`src/rtl/traffic_sequencer.sv`:
```
// Timed Moore sequencer for a main/side/pedestrian junction.
// A prescaler produces timing ticks and each state is held for a whole number of ticks.
module traffic_sequencer #(
    parameter int unsigned TICK_DIV = 50000000,
    parameter int unsigned MAIN_MIN = 10,
    parameter int unsigned YEL_T    = 3,
    parameter int unsigned ALLRED_T = 1,
    parameter int unsigned SIDE_T   = 8,
    parameter int unsigned WALK_T   = 6
) (
    input  logic       clk,
    input  logic       rst_n,
    input  logic       side_car,
    input  logic       walk_btn,
    output logic [6:0] light_signals,
    output logic [2:0] state_o,
    output logic       tick_o
);

    typedef enum logic [2:0] {
        MAIN_GREEN  = 3'd0,
        MAIN_YELLOW = 3'd1,
        ALL_RED_A   = 3'd2,
        SIDE_GREEN  = 3'd3,
        SIDE_YELLOW = 3'd4,
        WALK        = 3'd5,
        ALL_RED_B   = 3'd6
    } state_t;

    localparam int unsigned   PW       = $clog2(TICK_DIV);
    localparam logic [PW-1:0] PRE_LAST = PW'(TICK_DIV - 1);

    logic [PW-1:0] prescaler;
    logic          tick;
    logic [1:0]    side_sync;
    logic [1:0]    walk_sync;
    logic          side_s;
    logic          walk_s;
    logic          side_pending;
    logic          walk_pending;
    state_t        state;
    state_t        next_state;
    logic [7:0]    timer;
    logic          at_last;
    logic          step;
    logic          enter_side;
    logic          enter_walk;

    // Last timer value of each state; the timer counts 0..D-1 ticks.
    function automatic logic [7:0] dur_m1(input state_t s);
        case (s)
            MAIN_GREEN:              dur_m1 = 8'(MAIN_MIN - 1);
            MAIN_YELLOW, SIDE_YELLOW: dur_m1 = 8'(YEL_T - 1);
            SIDE_GREEN:              dur_m1 = 8'(SIDE_T - 1);
            WALK:                    dur_m1 = 8'(WALK_T - 1);
            default:                 dur_m1 = 8'(ALLRED_T - 1);
        endcase
    endfunction

    // Lamp pattern {Rm,Ym,Gm,Rs,Ys,Gs,W}; anything unknown shows all-red.
    function automatic logic [6:0] lamps(input state_t s);
        case (s)
            MAIN_GREEN:  lamps = 7'h18;
            MAIN_YELLOW: lamps = 7'h28;
            SIDE_GREEN:  lamps = 7'h42;
            SIDE_YELLOW: lamps = 7'h44;
            WALK:        lamps = 7'h49;
            default:     lamps = 7'h48;
        endcase
    endfunction

    assign tick    = (prescaler == PRE_LAST);
    assign tick_o  = tick;
    assign side_s  = side_sync[1];
    assign walk_s  = walk_sync[1];
    assign at_last = (timer == dur_m1(state));
    assign step    = tick && at_last;
    assign state_o = state;

    // NOTE: sequential state uses non-blocking assignments so every flop samples pre-edge values.
    always_ff @(posedge clk or negedge rst_n) begin
        if (!rst_n) begin
            prescaler <= '0;
            side_sync <= '0;
            walk_sync <= '0;
        end else begin
            prescaler <= tick ? '0 : prescaler + PW'(1);
            side_sync <= {side_sync[0], side_car};
            walk_sync <= {walk_sync[0], walk_btn};
        end
    end

    // NOTE: next_state gets a default before the case so no path leaves it unassigned (no latch).
    always_comb begin
        next_state = state;
        case (state)
            MAIN_GREEN:  if (step && (side_pending || walk_pending)) next_state = MAIN_YELLOW;
            MAIN_YELLOW: if (step) next_state = ALL_RED_A;
            ALL_RED_A:   if (step) next_state = walk_pending ? WALK : SIDE_GREEN;
            SIDE_GREEN:  if (step) next_state = SIDE_YELLOW;
            SIDE_YELLOW: if (step) next_state = ALL_RED_B;
            WALK:        if (step) next_state = ALL_RED_B;
            ALL_RED_B:   if (step) next_state = MAIN_GREEN;
            default:     next_state = ALL_RED_B;
        endcase
    end

    assign enter_side = (next_state == SIDE_GREEN) && (state != SIDE_GREEN);
    assign enter_walk = (next_state == WALK) && (state != WALK);

    always_ff @(posedge clk or negedge rst_n) begin
        if (!rst_n) begin
            state         <= ALL_RED_B;
            timer         <= 8'd0;
            light_signals <= 7'h48;
            side_pending  <= 1'b0;
            walk_pending  <= 1'b0;
        end else begin
            state         <= next_state;
            light_signals <= lamps(next_state);
            // MAIN_GREEN idling at its minimum keeps the timer saturated at the last value.
            if (next_state != state) begin
                timer <= 8'd0;
            end else if (tick && !at_last) begin
                timer <= timer + 8'd1;
            end
            if (enter_side) begin
                side_pending <= 1'b0;
            end else if (side_s && state != SIDE_GREEN && state != SIDE_YELLOW) begin
                side_pending <= 1'b1;
            end
            if (enter_walk) begin
                walk_pending <= 1'b0;
            end else if (walk_s && state != WALK) begin
                walk_pending <= 1'b1;
            end
        end
    end

endmodule

```
`config.mk`:
```
export PLATFORM = sky130hd
export DESIGN_NAME = traffic_sequencer
export DESIGN_NICKNAME = d
export VERILOG_FILES = /design/src/rtl/traffic_sequencer.sv
export SDC_FILE = /design/constraint.sdc
export NUM_CORES = 1
export LEC_CHECK = 0
export CAP_MARGIN = 30
export CORE_MARGIN = 2
export CORE_UTILIZATION = 24
export CTS_CLUSTER_SIZE = 24
export DETAILED_ROUTE_END_ITERATION = 10
export SLEW_MARGIN = 20
export SYNTH_ARGS = -nofsm -noshare
export SYNTH_HDL_FRONTEND = slang
export SYNTH_SLANG_ARGS = --single-unit
```
`constraint.sdc`:
```
create_clock -name clk -period 2.3 [get_ports clk]
set_input_delay 0.345 -clock clk [delete_from_list [all_inputs] [get_ports clk]]
set_output_delay 0.345 -clock clk [all_outputs]
set_load 0.1 [all_outputs]
```
## Word-level counts from Yosys, hierarchy flattened

Index checks and enable logic that the tools add are counted.

- Output and inout bits: 11
- Memories: 0
- Register bits after elaboration: 50
- Word-level logic and storage cells: 60
- Memory bits (writable): 0
- Bits in latches: 0
- Memory bits (read-only): 0
- Input bits: 4

- Order comparisons: 0
- Muxes and demuxes: 17
- $add $sub $neg: 2
- Shift operators: 0
- $mul: 0
- Divide/modulo/power cells: 0
- Bitwise logic cells: 0
- Equal/unequal tests: 16
- Reductions and logical operators: 17

Operator list:

| cell | count |
|---|---|
| $pmux W7 S5 | 1 |
| $add A26 B1 Y26 const B | 1 |
| $eq A26 B26 Y1 const B | 1 |
| $mux W26 | 1 |
| $mux W3 | 7 |
| $pmux W3 S6 | 1 |
| $mux W8 | 2 |
| $pmux W4 S4 | 1 |
| $eq A3 B3 Y1 const B | 5 |
| $eq A3 B2 Y1 const B | 3 |
| $add A8 B1 Y8 const B | 1 |
| $eq A8 B8 Y1 | 1 |
| $logic_and A1 B1 Y1 | 8 |
| $eq A3 B1 Y1 const B | 2 |
| $logic_not A3 Y1 | 2 |
| $ne A3 B3 Y1 const B | 2 |
| $reduce_bool A2 Y1 | 3 |
| $mux W1 | 4 |
| $reduce_or A2 Y1 | 2 |
| $ne A3 B2 Y1 const B | 1 |
| $ne A3 B3 Y1 | 1 |
| $logic_not A1 Y1 | 1 |
| $logic_or A1 B1 Y1 | 1 |

## Longest topological paths before layout

Gate-level depths: netlist of the first run.

- Depth in word-level cells: 11
- Depth in mapped cells: 9
- Gate-level depth less buffers: 8

## Least setup slack after synthesis of the first run

No wires, ideal clock.

- Path kind: register -> output
- Start point: reg prescaler[0]
- End point: out tick_o
- Path buffers: 1
- Data arrival time: 2.451 ns
- Cell stages (with the launch flop): 7
- Data required time: 1.955 ns
- Path slack: -0.496 ns
- Cell sequence: dfrtp_1 ha_1 and4_1 nand3_1 or3_4 clkinv_2 clkbuf_1

- Longest elaborated chain between the ends: 1

RTL lines:

| item | line | RTL |
|---|---|---|
| start, declared | 33 | `logic [PW-1:0] prescaler;` |
| start signal, assigned | 87 | `prescaler <= tick ? '0 : prescaler + PW'(1);` |
| $eq A26 B26 Y1 | 72 | `assign tick = (prescaler == PRE_LAST);` |
| end, declared | 17 | `output logic tick_o` |

Every way passes these cells.

## Worst setup path after layout of the first run

- Start point: reg state[2], in the netlist state_o[2]
- End point: reg timer[7]

- Longest elaborated chain between the ends: 10

RTL lines:

| item | line | RTL |
|---|---|---|
| start, declared | 41 | `state_t state;` |
| start signal, assigned | 119 | `state <= next_state;` |
| $eq A3 B3 Y1 / $eq A3 B1 Y1 (equally long branches) | 51, 96 |  |
| $reduce_or A2 Y1 | 51 | `case (s)` |
| $pmux W4 S4 | 51 |  |
| $eq A8 B8 Y1 | 76 | `assign at_last = (timer == dur_m1(state));` |
| $logic_and A1 B1 Y1 | 77 | `assign step = tick && at_last;` |
| $logic_and A1 B1 Y1 | 97 | `MAIN_GREEN: if (step && (side_pending \|\| walk_pending)) next_state = MAIN_YELLOW;` |
| $mux W3 | 97 |  |
| $pmux W3 S6 | 96 | `case (state)` |
| $ne A3 B3 Y1 | 122 | `if (next_state != state) begin` |
| $mux W8 / $reduce_bool A2 Y1 (equally long branches) | - |  |
| end signal, assigned | 125 | `timer <= timer + 8'd1;` |
| end, declared | 43 | `logic [7:0] timer;` |

Several ways; a longest one is shown, not always the timed one.
A chain may end at the register's enable or synchronous reset.

==> results of run 1 <==
## Yosys cell counts (all sizes together), types with 2 or more instances
cell type | n | area share, %
and2 | 2 | 0.50
or3 | 10 | 2.7
o21a | 4 | 1.2
xnor2 | 13 | 4.6
a31oi | 6 | 1.5
nand2 | 17 | 2.6
nor2b | 2 | 0.50
nor2 | 23 | 3.5
inv | 7 | 1.1
o31ai | 5 | 1.5
and4 | 2 | 0.70
nand3 | 13 | 2.6
xor2 | 11 | 3.9
dfrtp | 46 | 46
or4 | 5 | 1.5
a21oi | 17 | 3.4
dfstp | 4 | 4.2
a22oi | 2 | 0.80
clkbuf | 4 | 0.60
nor3b | 2 | 0.60
and3 | 6 | 1.5
nand2b | 3 | 0.75
ha | 2 | 1.0
o21ai | 7 | 1.4
buf | 5 | 1.4
nand4 | 7 | 2.6
nor3 | 7 | 1.9
nor4b | 2 | 1.2
o211ai | 2 | 0.60
## final cells by class
cell class / instances / area (um^2)
multi-input combinational: 180 / 1254
clock buffer: 6 / 82.58
inverter: 8 / 35.03
timing repair buffer: 47 / 382.9
sequential: 50 / 1265
clock inverter: 2 / 16.27
fill: 1035 / 6979
tap: 136 / 170.2
## metal layers
metal / vias to the layer above / routed length [um] / track usage [%]
met1: 975 / 2658 / 14.34
met4: 0 / 110 / 4.135
met2: 27 / 2677 / 15.53
met3: 10 / 153 / 2.146
li1: 973 / - / -
met5: - / 0 / 0
## report_power, final
| part | internal, mW | switching, mW | leakage (nW) |
|---|---|---|---|
| clock | 0.248 | 0.312 | 0.0478 |
| sequential | 0.882 | 0.00140 | 0.645 |
| combinational | 0.00712 | 0.0179 | 0.638 |
| total | 1.14 | 0.331 | 1.33 |
## cells by family (layout without fill, tap and decap cells)
logic type | count (synthesis) | after routing
AO/OA/AOI/OAI | 48 | 48
buffers and inverters | 17 | 63
multiplexers | 1 | 1
AND/OR/NAND/NOR | 105 | 105
XOR/XNOR | 24 | 24
adder cells (fa/ha/maj) | 2 | 2
flip-flops | 50 | 50
## flip-flops by register name, indices dropped and copies added (netlist names)
name and flops:
prescaler 26, walk_pending 1, state_o 3, side_sync 2, side_pending 1, timer 8, walk_sync 2, light_signals 7
## worst paths after layout
path                                   startpoint                          to  slack, ps  depth (start not counted)
max                          state_o[2]$_DFF_PN1_        timer[7]$_DFFE_PN0P_         -6                          8
min                                         rst_n        timer[6]$_DFFE_PN0P_         40                          1
max reg2reg                  state_o[2]$_DFF_PN1_        timer[7]$_DFFE_PN0P_         -6                          8
min reg2reg                side_sync[0]$_DFF_PN0_      side_sync[1]$_DFF_PN0_        360                          0
max in group asynchronous                   rst_n  light_signals[3]$_DFF_PN1_       1640                          2
min in group clk           side_sync[0]$_DFF_PN0_      side_sync[1]$_DFF_PN0_        360                          0
## stage by stage
stage / cells / setup TNS (ps) / total power [mW] / worst slack [ps]
floorplan: 247 / -26.83 / 0.9003 / -6.746
global placement: 405 / 0 / 0.9272 / 43.74
detailed placement: 405 / -728.7 / 0.9273 / -68.07
CTS: 419 / 0 / 1.488 / 6.943
global route: 429 / -549.2 / 1.534 / -65.33
finish: 429 / -9.909 / 1.469 / -5.627
## repair_timing
action,4_1_cts,5_1_grt
gates cloned,0,1
gates resized for setup,3,23
endpoints found under the setup margin,15,15
buffers inserted,7,9
pin swaps,5,12
==> summary.md, run 1 <==
After floorplanning, the core was sized to cover 0.01018 mm^2. Of the cells placed in the final design, the portion with a size suffix greater than 1 is 30.03%. For this design, the slowest cell found on the critical path is dfstp_4. The wire-length estimate of the detail-placed layout is 3.754 mm.

The cell count after synthesis came out at 247. The share of synthesized flip-flops with an asynchronous set or reset came out at 100.0%. Overall die area: 0.01123 mm^2.

Post-synthesis cell area: 0.002495 mm^2. For the final database, setup skew stands at 7.514 ps. Counting the buffers created by CTS gives 5. Setup violations remaining at the end of the flow were counted as 3. In this run the tool buffered the top-level ports with 14 buffer cells. At the later pin of the worst-skew pair, clock insertion delay measures 310 ps. During synthesis, Yosys emitted a total of 0 warnings. The first-pass GRT wire length is 9.252 mm. From synthesis to final layout, the design area changed by 28.49%.

In this run the static leakage power is 1.331 nW. After synthesis, the largest family of logic cells by area is simple AND/OR/NAND/NOR gates. The run finished, with violations left.

The count of TritonRoute iterations in the first routing pass is 4, and the H-tree depth is 2. The number of max-slew violations in the final report was 0; the count of final hold-check violations was 0. The share of the synthesized area in compound gates (AO/OA/AOI/OAI) was 12.34%; the final standard cell utilization of the core was 31.47%. The max-capacitance violation count is 0, and the initial cell density of the core is 24.50%. STA classifies the critical path startpoint as a flip-flop.

The critical path's top delay family was compound AO/OA/AOI/OAI gates. STA classifies the critical path endpoint as a flip-flop. Sequential-to-total area share from yosys stat: 50.35%.

Setup repair after global routing could not meet its margin everywhere. For the finished layout, the period the worst path requires is 2306 ps. The detail route stage leaves a number of antenna-violating nets equal to 0. Type of the worst setup path: flip-flop to flip-flop. Synthesized-area fraction occupied by xor and xnor cells: 8.425%. For the wire length reported by the detailed router, the log shows 5.600 mm. The signal on the critical path passes through nor2b_4 -> or3_4 -> a211oi_4 -> o211ai_1 -> buf_4 -> a22oi_2 -> buf_6 -> a21oi_1.

Counting flops with a built-in enable in the synthesized netlist gives 0. Average footprint of a synthesized cell: 10.10 um^2. On the worst path, the slowest cell contributes a delay of 680 ps.

The via count of the first global-routing pass came out at 1883. For the worst setup path, the data arrival time is 2500 ps. Based on the critical path, the design can be clocked at up to 433.7 MHz. VDD sags by at most 0.1994 mV. The adder-cell share of the synthesized area was 1.003%. The number of buffers and inverters on the critical path is 2. In this run the vertical extent of the chip is 106.0 um.

Mux share of post-synthesis cell area: 0.4012%. The most frequent standard cell in the layout excluding fill and tap cells is dfrtp_1. The worst path uses 100.2% of the clock period.

The final layout contains 298 nets. The tightest hold path in the finished design has a slack of 37.72 ps. Path category of the worst min-delay check: input port to asynchronous set/reset pin. The finished cells cover 0.003206 mm^2. Measured along the x axis, the die boundary spans 106.0 um.

The tools report the largest buffer count on any clock path as 2. For the pin with the worst max-slew slack, the measured transition is 615.1 ps. The tools report the initial DRC count as 124. The largest net degree at the start of global routing was 27; the row count was 37. The number of nets produced by synthesis is 253. Yosys mapped the design onto 49 distinct sky130hd cell types. Of all nets on the critical path, the largest fanout is 8.

At the worst endpoint, the required time is 2490 ps. In this run, synthesis produced a sequential element count of 50. The average detailed-routed wire length per instance was 13.05 um. The congestion estimate from routability-driven global placement came to 0.8574. Remaining max-slew budget at the tightest pin: 58.99%. The standard cell area after detailed placement is 0.002904 mm^2.

TritonCTS built the clock tree. The root buffer cell chosen for the clock tree is clkbuf_8. Global routing consumed, over all layers together, 10.27% of the routing resources. The tools report the number of antenna violations at the first check in global routing as 0. The checks that failed: setup timing. The number of antenna repair diodes was 0.

After Yosys synthesis, and, or, nand and nor cells account for 24.27% of the synthesized area. The library cells used most frequently in the layout, excluding fill and tap cells, are dfrtp_1, buf_4, nor2_1. Using the TritonRoute via totals, the vias-per-cell ratio works out to 4.627. For the minimum setup slack in the final design, the log shows -5.627 ps. Dividing total power by cell area gives a power density of 458.1 mW/mm^2. For the I/O pin count, the log shows 15. The final global-route overflow total is 0, and the vias after detailed routing is 1985.

After detailed routing, the number of remaining DRC violations is 0. The total of hold buffers inserted after clock tree synthesis is 0. Clock tree synthesis found a total of 50 sinks. Most frequently used flop master after synthesis: dfrtp_1. After clock tree synthesis, the clock-pin slew on the worst setup and hold paths is 100 ps.
(Power assumes the default switching activity.)
==> inputs of run 2 (changes only) <==
--- a/config.mk
+++ b/config.mk
@@ -5,11 +5,13 @@
 export SDC_FILE = /design/constraint.sdc
 export NUM_CORES = 1
 export LEC_CHECK = 0
+export ABC_AREA = 0
 export CAP_MARGIN = 30
 export CORE_MARGIN = 2
 export CORE_UTILIZATION = 24
 export CTS_CLUSTER_SIZE = 24
 export DETAILED_ROUTE_END_ITERATION = 10
+export SKIP_LAST_GASP = 1
 export SLEW_MARGIN = 20
 export SYNTH_ARGS = -nofsm -noshare
 export SYNTH_HDL_FRONTEND = slang
==> results of run 2 <==
Final layout, timing and power as in run 1 (identical DEF).
==> inputs of run 3 (changes only) <==
--- a/config.mk
+++ b/config.mk
@@ -7,6 +7,7 @@
 export LEC_CHECK = 0
 export ABC_AREA = 0
 export CAP_MARGIN = 30
+export CORE_ASPECT_RATIO = 1.4
 export CORE_MARGIN = 2
 export CORE_UTILIZATION = 24
 export CTS_CLUSTER_SIZE = 24
==> run 3 against run 2 <==
The run still ends with setup timing left. Maximum frequency is 0.41% lower. Die area rose by 0.11%. Clock skew is 4.5 ps higher. Critical path depth is 2 lower. Register-to-register slack hardly changed. Largest cell class is now multi-input gates. Highest routed layer unchanged.
==> summary.md, run 3 (same netlist as run 1, synthesis figures left out) <==
Flip-flop count of the largest register after layout: 26 (unchanged). The logs give 0.2649 mV (was 0.1994 mV) for the worst-case vdd ir drop and 0.002917 mm^2 (was 0.002904 mm^2) for the standard cell area after detailed placement. The run gives 3.910 mm (was 3.754 mm) as the HPWL after detailed placement. The nature of the critical path endpoint is a flip-flop (unchanged). Post-layout net count: 305 (was 298).

Worst stage delay on the critical path: 680 ps (about the same). The highest attainable clock frequency came out at 431.9 MHz (was 433.7 MHz). The run gives 0 (unchanged) as the number of max-slew violations in the final report. The data required time of the worst path came out at 2520 ps (was 2490 ps). For the CTS sink count, the log shows 50 (unchanged). Setup repair after global routing could not meet its margin everywhere. The power density relative to cell area was 528.2 mW/mm^2 (was 458.1 mW/mm^2); the fill cell instance count of the final layout was 1080 (was 1035).

The remaining antenna violation count is 0 (unchanged), and the die width is 90.17 um (was 106.0 um). Count of final hold-check violations: 0 (unchanged). The count of TritonRoute iterations in the first routing pass was 4 (unchanged). Critical-path cell list: nor2b_4 -> or3_4 -> a211oi_4 -> o211ai_1 -> or3_1 -> a21oi_2 (was nor2b_4 -> or3_4 -> a211oi_4 -> o211ai_1 -> buf_4 -> a22oi_2 -> buf_6 -> a21oi_1).

The logs give 2077 (was 1985) for the vias after detailed routing and 10.55% (was 10.27%) for the global-route usage over all layers. For the post-route cell area, the log shows 0.003359 mm^2 (was 0.003206 mm^2). The tools report the core box area as 0.01024 mm^2 (was 0.01018 mm^2). Type of the worst setup path: flip-flop to flip-flop (unchanged). The detailed-route vias per instance was 4.742 (was 4.627); the DRC violation count after routing was 0 (unchanged). The tools report the row count as 44 (was 37). Violated checks: setup timing (unchanged). The I/O pin count was 15 (unchanged). For the first-pass GRT wire length, the log shows 9.729 mm (was 9.252 mm). Global placer's final weighted congestion: 0.8765 (was 0.8574). The average detailed-routed wire length per instance works out to 13.27 um (was 13.05 um).

The transition time at the pin with the least slew margin works out to 634.9 ps (was 615.1 ps). The initial DRC count was 115 (was 124); the smallest hold slack was 156.4 ps (was 37.72 ps). The register with the most flip-flops was prescaler (unchanged). The via count of the first global-routing pass is 2138 (was 1883). The buffer cell driving the clock tree root was clkbuf_16 (was clkbuf_8). Share of layout cells above drive strength 1: 31.00% (was 30.03%). The number of antenna repair diodes is 0 (unchanged).

The minimum setup slack in the final design is -15.17 ps (was -5.627 ps). The slowest stage cell on the critical path is dfstp_4 (unchanged). The die height was 124.6 um (was 106.0 um). The register area was 0.001265 mm^2 (unchanged). Leakage dissipation: 1.411 nW (was 1.331 nW).

H-tree depth: 2 (unchanged). The path category of the worst min-delay check is input port to asynchronous set/reset pin (unchanged). The flow ran to the end, but the final reports show violations.

The initial cell density of the core was 24.36% (was 24.50%). The peak fanout along the critical path works out to 8 (unchanged). TritonCTS built the clock tree.

The wire length reported by the detailed router is 5.812 mm (was 5.600 mm), and the post-synthesis to final-layout area growth is 34.65% (was 28.49%). The data arrival at the endpoint of the critical path was 2530 ps (was 2500 ps); the max-capacitance violation count was 0 (unchanged). The tools report the number of buffers added by the clock tree synthesis step as 5 (unchanged). The most frequent standard cell in the layout excluding fill and tap cells was buf_4 (was dfrtp_1).

The clock transition at the register clock pins on the worst setup and hold paths after CTS was 70 ps (was 100 ps). The largest net degree at the start of global routing is 51 (was 27), and the overall die area is 0.01124 mm^2 (was 0.01123 mm^2). The logs give 0.001280 mm^2 (was 0.001254 mm^2) for the area of the multi-input gates and 2 (unchanged) for the largest buffer count on any clock path. The tools report the final global-route overflow total as 0 (unchanged).

The number of port buffers works out to 14 (unchanged). Registers with the most flip-flops: prescaler (26), timer (8), light_signals (7) (unchanged). The remaining max-slew budget at the tightest pin is 57.67% (was 58.99%), and the final critical-path share of the clock period is 100.7% (was 100.2%).

The shortest period the worst path allows was 2315 ps (was 2306 ps). The tools report the insertion delay of the later-clocked pin in the worst-skew pair as 290 ps (was 310 ps). Commonest cells after routing, fill and taps aside: buf_4, dfrtp_1, nor2_1 (was dfrtp_1, buf_4, nor2_1). The clock skew after layout came out at 12.03 ps (was 7.514 ps). The number of setup violations in the final report is 1 (was 3), and the total of hold buffers inserted after clock tree synthesis is 0 (unchanged). The tools report the category of the worst setup path launch point as a flip-flop (unchanged). The sum of internal, switching and leakage power is 1.775 mW (was 1.469 mW).

The tools report the number of antenna violations at the first check in global routing as 0 (unchanged).
## run 3: changes by cell type in the layout (fill, tap and decap cells not counted), sizes merged
cell,before,now
buf,44,52
clkinvlp,1,0
clkinv,0,1
clkbuf,7,6
bufinv,0,1
inv,9,8
## run 3: what timing repair did
action,in CTS,in global routing
resized for setup,3,21
endpoints found under the setup margin,15,18
setup buffers,12,9
pin swaps,6,14
## run 3: power by group
part           total, mW  internal, mW  switching, mW
Clock              0.868         0.547          0.322
Combinational     0.0224       0.00486         0.0176
Sequential         0.884         0.882        0.00129
Total               1.77          1.43          0.341
## run 3: layout make-up
| cell class | count | share of cell area, % |
|---|---|---|
| clock buffers | 6 | 4.134 |
| clock inverters | 2 | 1.155 |
| inverters | 8 | 1.080 |
| multi-input cells | 180 | 38.10 |
| flip-flops and latches | 50 | 37.65 |
| well taps | 138 | 5.140 |
| repair buffers | 54 | 12.74 |
## run 3: layer usage
metal,up-vias,track usage [%],wire length [um]
li1,983,-,-
met1,1019,11.37,2289
met2,57,19.50,3151
met3,18,2.117,163
met4,0,4.977,208
met5,-,0,0
## run 3: worst max-delay path, delay by kind of cell (launching register included)
kind             cells  cell delay, ps
AO/OA/AOI/OAI        3             670
AND/OR/NAND/NOR      3             900
flip-flops           1             680
## run 3: path summary, 6_finish.rpt
check	slack, ps	start	endpoint	depth (start not counted)
min reg2reg	350	walk_sync[0]$_DFF_PN0_	walk_sync[1]$_DFF_PN0_	0
max	-20	state_o[2]$_DFF_PN1_	light_signals[4]$_DFF_PN0_	6
max reg2reg	-20	state_o[2]$_DFF_PN1_	light_signals[4]$_DFF_PN0_	6
max in group asynchronous	1680	rst_n	state_o[0]$_DFF_PN0_	2
min	160	rst_n	timer[6]$_DFFE_PN0P_	2
min in group clk	350	walk_sync[0]$_DFF_PN0_	walk_sync[1]$_DFF_PN0_	0
## run 3: through the flow
stage          utilization, %  worst slack (ps)  std cells  setup TNS (ps)
2_1_floorplan               -            -6.746        247          -26.83
3_5_place_dp            28.48            -24.71        410          -43.70
5_1_grt                 32.81            -103.4        438          -658.5
6_report                32.81            -15.17        438          -15.17
4_1_cts                 31.23             8.737        430               0
3_3_place_gp            28.48             57.06        410               0
==> patch (flow settings as in run 1) <==
Register the inputs `side_car` and `walk_btn` before use, with the module's reset. The logic sees them one clock later.
--- a/src/rtl/traffic_sequencer.sv
+++ b/src/rtl/traffic_sequencer.sv
@@ -31,2 +31,15 @@
     localparam logic [PW-1:0] PRE_LAST = PW'(TICK_DIV - 1);
+
+    logic side_car_q;
+    logic walk_btn_q;
+
+    always_ff @(posedge clk or negedge rst_n) begin
+        if (!rst_n) begin
+            side_car_q <= '0;
+            walk_btn_q <= '0;
+        end else begin
+            side_car_q <= side_car;
+            walk_btn_q <= walk_btn;
+        end
+    end
 
@@ -87,4 +100,4 @@
             prescaler <= tick ? '0 : prescaler + PW'(1);
-            side_sync <= {side_sync[0], side_car};
-            walk_sync <= {walk_sync[0], walk_btn};
+            side_sync <= {side_sync[0], side_car_q};
+            walk_sync <= {walk_sync[0], walk_btn_q};
         end
Check against the original RTL: no difference found for any inputs over 10 cycles, from zero or initial values and one cycle with rst_n low; that may be too few to reach the edited logic, so the function may still have changed.
==> patch against run 1 <==
Utilization is essentially flat; combinational power shrank 7%; power grew 23%; critical endpoint is now state_o[2]; worst setup slack gained 0.014 ns; cell count shrank 3.5%; highest routed layer unchanged; largest power group unchanged; synthesized cell count shrank 2.4%; area after synthesis grew 1.2%; first-iteration DRC count shrank 56%; cell area grew 0.82%; sequential cell count grew 2; wire length shrank 3.6%.
==> patch: results (changes against run 1) <==
layout net count 283 (-5.0%); post-synth cell types 47 (-4.1%); global routing met3 resource utilization 0.0319 (+0.0104); share of cells above drive strength 1 0.255 (-0.0449); Psw 0.000332 W (+0.29%); status finished, final reports clean; first-pass GRT wire length 9.27 mm (+0.15%); Met1 Wirelength 2.60 mm (-2.3%); setup ws final 0.00796 ns (+0.0136 ns); largest net degree at the start of global routing 53 (+96%); first-pass detailed-route iteration total 4 (unchanged); DP Cell Count 402 (-0.74%); power per cell area 557 nW/um^2 (+22%); family with the most delay on the worst path flip-flops; FF+latch count 52 (+4.0%); clock network area share 0.0492 (+0.0183); Setup crit end state_o[2]; area post-placement 2970 um^2 (+2.3%); HPWL after DPL 3.80 mm (+1.3%); Detailed Route Iter0 Violations 55 (-56%); clkbuf count 5 (-1); Non-clock inverters 6 (-2); FF/Latch Area 1320 um^2 (+4.2%); clock group power 0.000856 W (+53%); Final Non-Filler Cells 414 (-3.5%); routability cong. 0.851 (-0.73%); Total Routing Usage GR 0.103 (about the same); Area Growth Syn to Fin 28.1%; comb_multi_in 172 (-4.4%); Met3 Routed Length 260 um (+70%); Non-clock buffering overhead 0.101 (-0.0184); Rel. slew slack 0.560 (-0.0303); met1 usage 0.139 (-0.00423); FF-to-FF path depth 7 (-1); hold_ws 0.133 ns (+0.0957 ns); core area 10300 um^2 (+0.91%); WL met2 2.40 mm (-10%); via/cell ratio 4.65 (+0.44%); synth cell count leaders 48 x dfrtp_1, 32 x nor2_1, 21 x xor2_1; worst clock skew 0.00738 ns (-0.000130 ns); Yosys warnings 0 (unchanged); bufs w/o clock 40 (-15%); biggest regs prescaler x26, timer x8, light_signals x7; Comb group 0.0000233 W (-7%); WP data arrival 2.48 ns (-0.02 ns); post-synthesis cell count 241 (-2.4%); WL/cell 13.0 um (-0.11%); syn_nets 247 (-2.4%); Fillers 1049 (+1.4%); Post-Place Setup Slack 0.0607 ns (+0.129 ns); Area contributors post-synth dfrtp_1 48%, xor2_1 7.3%, nor2_1 4.8%; clock root cell clkbuf_8
==> patch: cell count changes after synthesis, sizes merged, moves of 3 or more <==
cell / run 1 / this run
nand2: 17 / 12
or4: 5 / 2
a21oi: 17 / 6
a211oi: 1 / 6
xor2: 11 / 21
nor2: 23 / 32
or3: 10 / 4
a31oi: 6 / 1
nand4: 7 / 13
nor4: 1 / 5
==> patch: what timing repair did <==
| action | 4_1_cts | 5_1_grt |
|---|---|---|
| buffers inserted | 1 | 3 |
| pin swaps | 2 | 11 |
| gates resized for setup | 1 | 15 |
| endpoints found under the setup margin | 1 | 17 |
==> patch: cell families after synthesis <==
kind of cell | count (synthesis) | share of synthesized area
and+or+nand+nor | 104 | 0.230
DFF | 52 | 0.518
AOI/OAI and AO/OA | 33 | 0.0977
xor gates and xnor gates | 32 | 0.111
buffers and inverters | 17 | 0.0302
adders and majority gates | 2 | 0.00991
muxes | 1 | 0.00397
